--- config.mk ---
export PLATFORM = sky130hd
export DESIGN_NAME = uart_pe
export DESIGN_NICKNAME = d
export VERILOG_FILES = /design/src/rtl/uart_pe.sv
export SDC_FILE = /design/constraint.sdc
export NUM_CORES = 1
export LEC_CHECK = 0
export BUFFER_PORTS_ARGS = -buffer_cell sky130_fd_sc_hd__buf_2
export CAP_MARGIN = 40
export CORE_ASPECT_RATIO = 1.75
export CORE_MARGIN = 8
export CORE_UTILIZATION = 40
export CTS_BUF_LIST = sky130_fd_sc_hd__clkbuf_4 sky130_fd_sc_hd__clkbuf_8 sky130_fd_sc_hd__clkbuf_16
export DETAILED_ROUTE_END_ITERATION = 10
export GPL_ROUTABILITY_DRIVEN = 0
export GPL_TIMING_DRIVEN = 0
export SYNTH_ARGS = -nofsm -noshare
export SYNTH_HDL_FRONTEND = slang
export SYNTH_SLANG_ARGS = --single-unit
--- constraint.sdc ---
create_clock -name clk -period 2.6 [get_ports clk]
set_input_delay 0.52 -clock clk [delete_from_list [all_inputs] [get_ports clk]]
set_output_delay 0.52 -clock clk [all_outputs]
set_load 0.02 [all_outputs]
--- src/rtl/uart_pe.sv ---
`default_nettype none
// ============================================================================
//  Module      : uart_pe
//  Description : Full-duplex UART with configurable word length, parity and
//                stop bits; 3-sample majority-voted receiver.
//  Revision    : 1.0 - initial release
// ============================================================================
module uart_pe #(
   parameter int BIT_LEN      = 7,
   parameter int CLKS_PER_BIT = 8,
   parameter int PARITY_MODE  = 1,
   parameter int STOP_BITS    = 1
) (
   input  logic               clk,
   input  logic               rst,
   input  logic               tx_start,
   input  logic [BIT_LEN-1:0] tx_data_in,
   output logic               tx_channel_out,
   output logic               tx_busy,
   input  logic               rx_channel_in,
   output logic [BIT_LEN-1:0] rx_data_out,
   output logic               rx_out_vaild,
   output logic               rx_busy,
   output logic               rx_parity_err,
   output logic               rx_frame_err
);

   localparam int c_CW = $clog2(CLKS_PER_BIT);
   localparam int c_IW = $clog2(BIT_LEN);
   localparam logic [c_CW-1:0] c_CNT_LAST = c_CW'(CLKS_PER_BIT - 1);
   localparam logic [c_CW-1:0] c_S0       = c_CW'(CLKS_PER_BIT / 2 - 1);
   localparam logic [c_CW-1:0] c_S1       = c_CW'(CLKS_PER_BIT / 2);
   localparam logic [c_CW-1:0] c_S2       = c_CW'(CLKS_PER_BIT / 2 + 1);
   localparam logic [c_IW-1:0] c_IDX_LAST = c_IW'(BIT_LEN - 1);
   localparam logic c_PAR_EN    = (PARITY_MODE != 0);
   localparam logic c_ODD       = (PARITY_MODE == 2);
   localparam logic c_STOP_LAST = (STOP_BITS == 2);

   typedef enum logic [2:0] {
      S_IDLE   = 3'd0,
      S_START  = 3'd1,
      S_DATA   = 3'd2,
      S_PARITY = 3'd3,
      S_STOP   = 3'd4
   } state_t;

   // ------------------------------------------------------------------ TX
   state_t              r_tx_state, w_tx_nxt;
   logic [c_CW-1:0]     r_tx_cnt, w_tx_cnt_nxt;
   logic [c_IW-1:0]     r_tx_idx, w_tx_idx_nxt;
   logic                r_tx_stop, w_tx_stop_nxt;
   logic [BIT_LEN-1:0]  r_tx_data;
   logic                r_tx_line, w_tx_line, w_tx_load, w_tx_cnt_end;

   always_ff @(posedge clk or posedge rst) begin
      if (rst) begin
         r_tx_state <= S_IDLE;
         r_tx_cnt   <= '0;
         r_tx_idx   <= '0;
         r_tx_stop  <= 1'b0;
         r_tx_data  <= '0;
         r_tx_line  <= 1'b1;
      end else begin
         r_tx_state <= w_tx_nxt;
         r_tx_cnt   <= w_tx_cnt_nxt;
         r_tx_idx   <= w_tx_idx_nxt;
         r_tx_stop  <= w_tx_stop_nxt;
         r_tx_line  <= w_tx_line;
         if (w_tx_load) r_tx_data <= tx_data_in;
      end
   end

   always_comb begin
      w_tx_nxt      = r_tx_state;
      w_tx_cnt_nxt  = r_tx_cnt;
      w_tx_idx_nxt  = r_tx_idx;
      w_tx_stop_nxt = r_tx_stop;
      w_tx_load     = 1'b0;
      w_tx_cnt_end  = (r_tx_cnt == c_CNT_LAST);
      if (r_tx_state != S_IDLE)
         w_tx_cnt_nxt = w_tx_cnt_end ? '0 : r_tx_cnt + 1'b1;
      case (r_tx_state)
         S_IDLE: begin
            if (tx_start) begin
               w_tx_nxt     = S_START;
               w_tx_load    = 1'b1;
               w_tx_cnt_nxt = '0;
            end
         end
         S_START: begin
            if (w_tx_cnt_end) begin
               w_tx_nxt     = S_DATA;
               w_tx_idx_nxt = '0;
            end
         end
         S_DATA: begin
            if (w_tx_cnt_end) begin
               if (r_tx_idx == c_IDX_LAST) begin
                  w_tx_idx_nxt  = '0;
                  w_tx_stop_nxt = 1'b0;
                  w_tx_nxt      = c_PAR_EN ? S_PARITY : S_STOP;
               end else begin
                  w_tx_idx_nxt = r_tx_idx + 1'b1;
               end
            end
         end
         S_PARITY: begin
            if (w_tx_cnt_end) begin
               w_tx_nxt      = S_STOP;
               w_tx_stop_nxt = 1'b0;
            end
         end
         S_STOP: begin
            if (w_tx_cnt_end) begin
               if (r_tx_stop == c_STOP_LAST) w_tx_nxt = S_IDLE;
               else                          w_tx_stop_nxt = 1'b1;
            end
         end
         default: w_tx_nxt = S_IDLE;
      endcase
      // Line level is decoded from the next state so it is registered in step
      case (w_tx_nxt)
         S_START:  w_tx_line = 1'b0;
         S_DATA:   w_tx_line = r_tx_data[w_tx_idx_nxt];
         S_PARITY: w_tx_line = (^r_tx_data) ^ c_ODD;
         default:  w_tx_line = 1'b1;
      endcase
   end

   assign tx_channel_out = r_tx_line;
   assign tx_busy        = (r_tx_state != S_IDLE);

   // ------------------------------------------------------------------ RX
   state_t              r_rx_state, w_rx_nxt;
   logic                r_rx_meta, r_rx_sync, r_rx_prev;
   logic [c_CW-1:0]     r_rx_cnt;
   logic [c_IW-1:0]     r_rx_idx;
   logic                r_rx_stop, r_rx_s0, r_rx_s1, r_rx_par, r_rx_facc;
   logic [BIT_LEN-1:0]  r_rx_shift, r_rx_data;
   logic                r_rx_valid, r_rx_perr, r_rx_ferr;
   logic                w_rx_cnt_end, w_rx_vote, w_rx_vote_now, w_rx_perr;

   assign w_rx_cnt_end  = (r_rx_cnt == c_CNT_LAST);
   assign w_rx_vote     = (r_rx_s0 & r_rx_s1) | (r_rx_s0 & r_rx_sync) | (r_rx_s1 & r_rx_sync);
   assign w_rx_vote_now = (r_rx_cnt == c_S2) && (r_rx_state != S_IDLE);
   assign w_rx_perr     = c_PAR_EN & ((^r_rx_shift) ^ r_rx_par ^ c_ODD);

   always_comb begin
      w_rx_nxt = r_rx_state;
      case (r_rx_state)
         S_IDLE:   if (r_rx_prev && !r_rx_sync) w_rx_nxt = S_START;
         S_START: begin
            if (w_rx_vote_now && w_rx_vote) w_rx_nxt = S_IDLE;
            else if (w_rx_cnt_end)          w_rx_nxt = S_DATA;
         end
         S_DATA: begin
            if (w_rx_cnt_end && (r_rx_idx == c_IDX_LAST))
               w_rx_nxt = c_PAR_EN ? S_PARITY : S_STOP;
         end
         S_PARITY: if (w_rx_cnt_end) w_rx_nxt = S_STOP;
         S_STOP:   if (w_rx_vote_now && (r_rx_stop == c_STOP_LAST)) w_rx_nxt = S_IDLE;
         default:  w_rx_nxt = S_IDLE;
      endcase
   end

   // Synchronizer resets low so a line already low at reset release is not
   // mistaken for a start edge; only a genuine high-to-low transition counts.
   always_ff @(posedge clk or posedge rst) begin
      if (rst) begin
         r_rx_meta  <= 1'b0;
         r_rx_sync  <= 1'b0;
         r_rx_prev  <= 1'b0;
         r_rx_state <= S_IDLE;
         r_rx_cnt   <= '0;
         r_rx_idx   <= '0;
         r_rx_stop  <= 1'b0;
         r_rx_s0    <= 1'b1;
         r_rx_s1    <= 1'b1;
         r_rx_par   <= 1'b0;
         r_rx_facc  <= 1'b0;
         r_rx_shift <= '0;
         r_rx_data  <= '0;
         r_rx_valid <= 1'b0;
         r_rx_perr  <= 1'b0;
         r_rx_ferr  <= 1'b0;
      end else begin
         r_rx_meta  <= rx_channel_in;
         r_rx_sync  <= r_rx_meta;
         r_rx_prev  <= r_rx_sync;
         r_rx_state <= w_rx_nxt;
         if (r_rx_state == S_IDLE || w_rx_cnt_end) r_rx_cnt <= '0;
         else                                      r_rx_cnt <= r_rx_cnt + 1'b1;
         if (r_rx_cnt == c_S0) r_rx_s0 <= r_rx_sync;
         if (r_rx_cnt == c_S1) r_rx_s1 <= r_rx_sync;
         if (r_rx_state != S_STOP) r_rx_stop <= 1'b0;
         else if (w_rx_cnt_end)    r_rx_stop <= 1'b1;
         if (r_rx_state != S_DATA) r_rx_idx <= '0;
         else if (w_rx_cnt_end)    r_rx_idx <= (r_rx_idx == c_IDX_LAST) ? '0 : r_rx_idx + 1'b1;
         if (w_rx_vote_now) begin
            case (r_rx_state)
               S_START: begin
                  if (!w_rx_vote) begin
                     r_rx_valid <= 1'b0;
                     r_rx_perr  <= 1'b0;
                     r_rx_ferr  <= 1'b0;
                     r_rx_facc  <= 1'b0;
                  end
               end
               S_DATA:   r_rx_shift[r_rx_idx] <= w_rx_vote;
               S_PARITY: r_rx_par <= w_rx_vote;
               S_STOP: begin
                  if (!w_rx_vote) r_rx_facc <= 1'b1;
                  if (r_rx_stop == c_STOP_LAST) begin
                     r_rx_data  <= r_rx_shift;
                     r_rx_perr  <= w_rx_perr;
                     r_rx_ferr  <= r_rx_facc | ~w_rx_vote;
                     r_rx_valid <= ~(w_rx_perr | r_rx_facc | ~w_rx_vote);
                  end
               end
               default: ;
            endcase
         end
      end
   end

   assign rx_data_out   = r_rx_data;
   assign rx_out_vaild  = r_rx_valid;
   assign rx_parity_err = r_rx_perr;
   assign rx_frame_err  = r_rx_ferr;
   assign rx_busy       = (r_rx_state != S_IDLE);

endmodule
`default_nettype wire

==> flow_metrics.py <==
metrics = {
    "sta": {
        "period_share": 0.906,
        "finalSetupTns_ps": 0,
        "tightestPinTransition_ps": 740,
        "hold_viol_final": 0,
        "min_period_ps": 2360,
        "fmax_ghz": 0.424,
        "worst_slack_ps": 244,
        "slew_viol_final": 0,
        "slew_headroom": 0.503,
        "finalSetupViolations": 0,
        "rsz0062_at_grt": "no",
        "finClkSkew_ps": 5.86,
    },
    "logic_synthesis": {
        "netlist_area_um2": 2530,
        "synth_edf_count": 0,
        "ys_ff_latch": 51,
        "ys_seq_area_frac": 0.505,
        "syn_inst": 232,
        "syn-num-nets": 251,
        "yosysTopAreaCellShare": 0.474,
        "synth.area.top_cells": "dfrtp_1 (47%), mux2_2 (8.9%), xnor2_1 (4.1%)",
        "synth_area_per_cell_um2": 10.9,
        "synth_largest_area_cell": "dfrtp_1",
        "synth_cell_types": 45,
        "ys.flop_type": "dfrtp_1",
        "async_flop_share": 1.00,
        "yosys_warnings": 0,
    },
    "worst_setup_path": {
        "cpPeakStageDelay_ps": 430,
        "critical_path.max_fanout": 6,
        "critical_path_class": "reg2reg",
        "worstSetupStartpointType": "register",
        "cp.arrival_ps": 2580,
        "reg2reg_from": "r_tx_cnt[0]",
        "crit_required_ps": 2820,
        "startpoint": "r_tx_cnt[0]",
        "slowest_stage": "a2111o_1",
        "path_cells": "ha_1, ha_1, a21bo_1, a2111o_1, o21a_4, and3_1, o311ai_1, nand3_1",
        "crit_path_end_kind": "register",
        "cp_common_cell": "ha_1",
    },
    "detailed_routing": {
        "num_vias": 1780,
        "drt_pass1_iterations": 4,
        "drt_wl_total_um": 4930,
        "via_per_inst": 5.17,
        "drc_errors": 0,
        "final_antenna_net_count": 0,
        "drt_iter0_drc": 86,
        "wire_per_inst_um": 14.3,
    },
    "placement": {
        "place_ws_ps": 249,
        "dp_hpwl_um": 3600,
        "portBuffers": 23,
        "placedInstanceArea_um2": 2770,
    },
    "cells_and_area": {
        "final_nets": 282,
        "fin_util": 0.463,
        "final_cell_area_um2": 2860,
        "antenna_cells": 0,
        "drive_gt1_frac": 0.242,
        "nFillCells": 613,
        "syn_to_final_growth_pct": 13.0,
    },
    "job": {
        "cap_violations": 0,
    },
    "floorplanning": {
        "num_rows": 38,
        "core_um2": 6180,
        "fp.dieW_um": 76.2,
        "start_util": 0.410,
        "num_io_pins": 24,
        "fp.dieH_um": 121,
        "die-area_um2": 9240,
    },
    "clock_network": {
        "post_cts_buffers": 0,
        "root_buffer": "clkbuf_8",
        "cts_htree_levels": 2,
        "clock_path_buffers": 2,
        "numCtsBuffers": 5,
        "post_cts_resized": 0,
        "clock_latency_ps": 300,
        "cts_hold_repair.buffers": 0,
        "cts.sinks": 51,
        "clk_pin_slew_ps": 90,
        "cts_tree": "yes",
    },
    "global_routing": {
        "grt_max_degree": 36,
        "antenna_found_initial": 0,
        "overflow": 0,
        "grt_usage": 0.112,
        "grt_pass1_wl_um": 8490,
        "grt_pass1_vias": 1892,
    },
    "worst_hold_path": {
        "hold_path.class": "in2async",
    },
    "status": {
        "status": "complete, no violations",
    },
    "power": {
        "p_per_area_nw_per_um2": 710,
        "total_leakage_power_nw": 1.38,
        "finalPower_w": 0.00203,
        "max-vdd-ir-drop_uv": 390,
    },
}
stage by stage:
stage                     hold slack, ps  cells
final                                193    344
after global routing                 199    344
after CTS                            196    344
after detailed placement             338    336
after global placement               335    335
after floorplan                      331    232
worst max-delay path: cells and delay by family (launching register included):
family	cells	cell delay, ps
DFF	1	410
AOI/OAI and AO/OA	4	1050
adders and majority gates	2	510
and+or+nand+nor	2	310
path summary, 6_finish.rpt:
kind / endpoint / slack [ps] / depth (start not counted)
min in group clk: r_rx_meta / 320 / 1
min: r_tx_state[2] / 190 / 2
min reg2reg: r_rx_sync / 350 / 0
max in group asynchronous: tx_channel_out / 1830 / 3
max: tx_channel_out / 240 / 8
max reg2reg: tx_channel_out / 240 / 8
cells in the final DEF (no fill, tap or decap), types with 6 or more instances in the layout:
master and instances:
dfrtp_1 48, buf_2 24, mux2_2 20, nand2_1 18
inv_1 16, nor2_1 13, xnor2_1 12, o21ai_0 10
nor3_1 8, ha_1 8, nand3b_1 7, a21oi_1 7
clkbuf_8 6
final cells by class:
cell class              instances  area (µm²)  share of cell area
plain buffers                   7        35.0              0.0122
clock buffers                   7        90.1              0.0315
clock inverters                 1        5.00             0.00175
inverters                      17        63.8              0.0223
multi-input cells             157        1150               0.403
flip-flops and latches         51        1280               0.447
well taps                      80         100              0.0349
repair buffers                 24         135              0.0472
state kept, by name, summed over array words and instances, names as in the netlist, 3 cells and up:
name	flops
r_rx_cnt	3
r_rx_idx	3
r_rx_shift	7
r_rx_state	3
r_tx_cnt	3
r_tx_data	7
r_tx_idx	3
r_tx_state	3
rx_data_out	7
synth_stat cells (2+ instances only):
| library cell | number |
|---|---|
| o311ai_1 | 2 |
| o21a_1 | 2 |
| dfrtp_1 | 48 |
| a21oi_1 | 7 |
| nand4_1 | 2 |
| nand2b_1 | 4 |
| mux2_2 | 20 |
| inv_1 | 17 |
| xor2_1 | 2 |
| ha_1 | 8 |
| nand2_1 | 18 |
| dfstp_2 | 3 |
| o31ai_1 | 3 |
| clkbuf_1 | 5 |
| nand3b_1 | 7 |
| xnor2_1 | 12 |
| o21ai_1 | 4 |
| or3_1 | 2 |
| o211ai_1 | 3 |
| nor3_1 | 8 |
| and2_1 | 2 |
| nand3_1 | 2 |
| nor2_1 | 13 |
| nor3b_1 | 5 |
| o21ai_0 | 10 |
| nor4_1 | 2 |
| mux2_1 | 3 |
logic make-up after synthesis:
logic type / after synthesis / synth area share
adder cells (fa/ha/maj): 9 / 0.0435
AO/OA/AOI/OAI: 40 / 0.107
XOR/XNOR: 14 / 0.0484
buffers and inverters: 24 / 0.0390
flip-flops: 51 / 0.505
AND/OR/NAND/NOR: 70 / 0.149
multiplexers: 24 / 0.108
routing by layer:
layer	part of all wire	global-route usage	up-vias
met5	0	0	-
met4	0.018	0.0557	0
met3	0.044	0.0297	7
met2	0.54	0.209	42
met1	0.40	0.111	859
li1	-	-	872
power breakdown:
group | internal (W) | switching [W]
Sequential | 0.000907 | 0.0000931
Clock | 0.000226 | 0.000252
Combinational | 0.000231 | 0.000325
Total | 0.00136 | 0.000670
No activity file was read; power rests on OpenSTA's default activity.
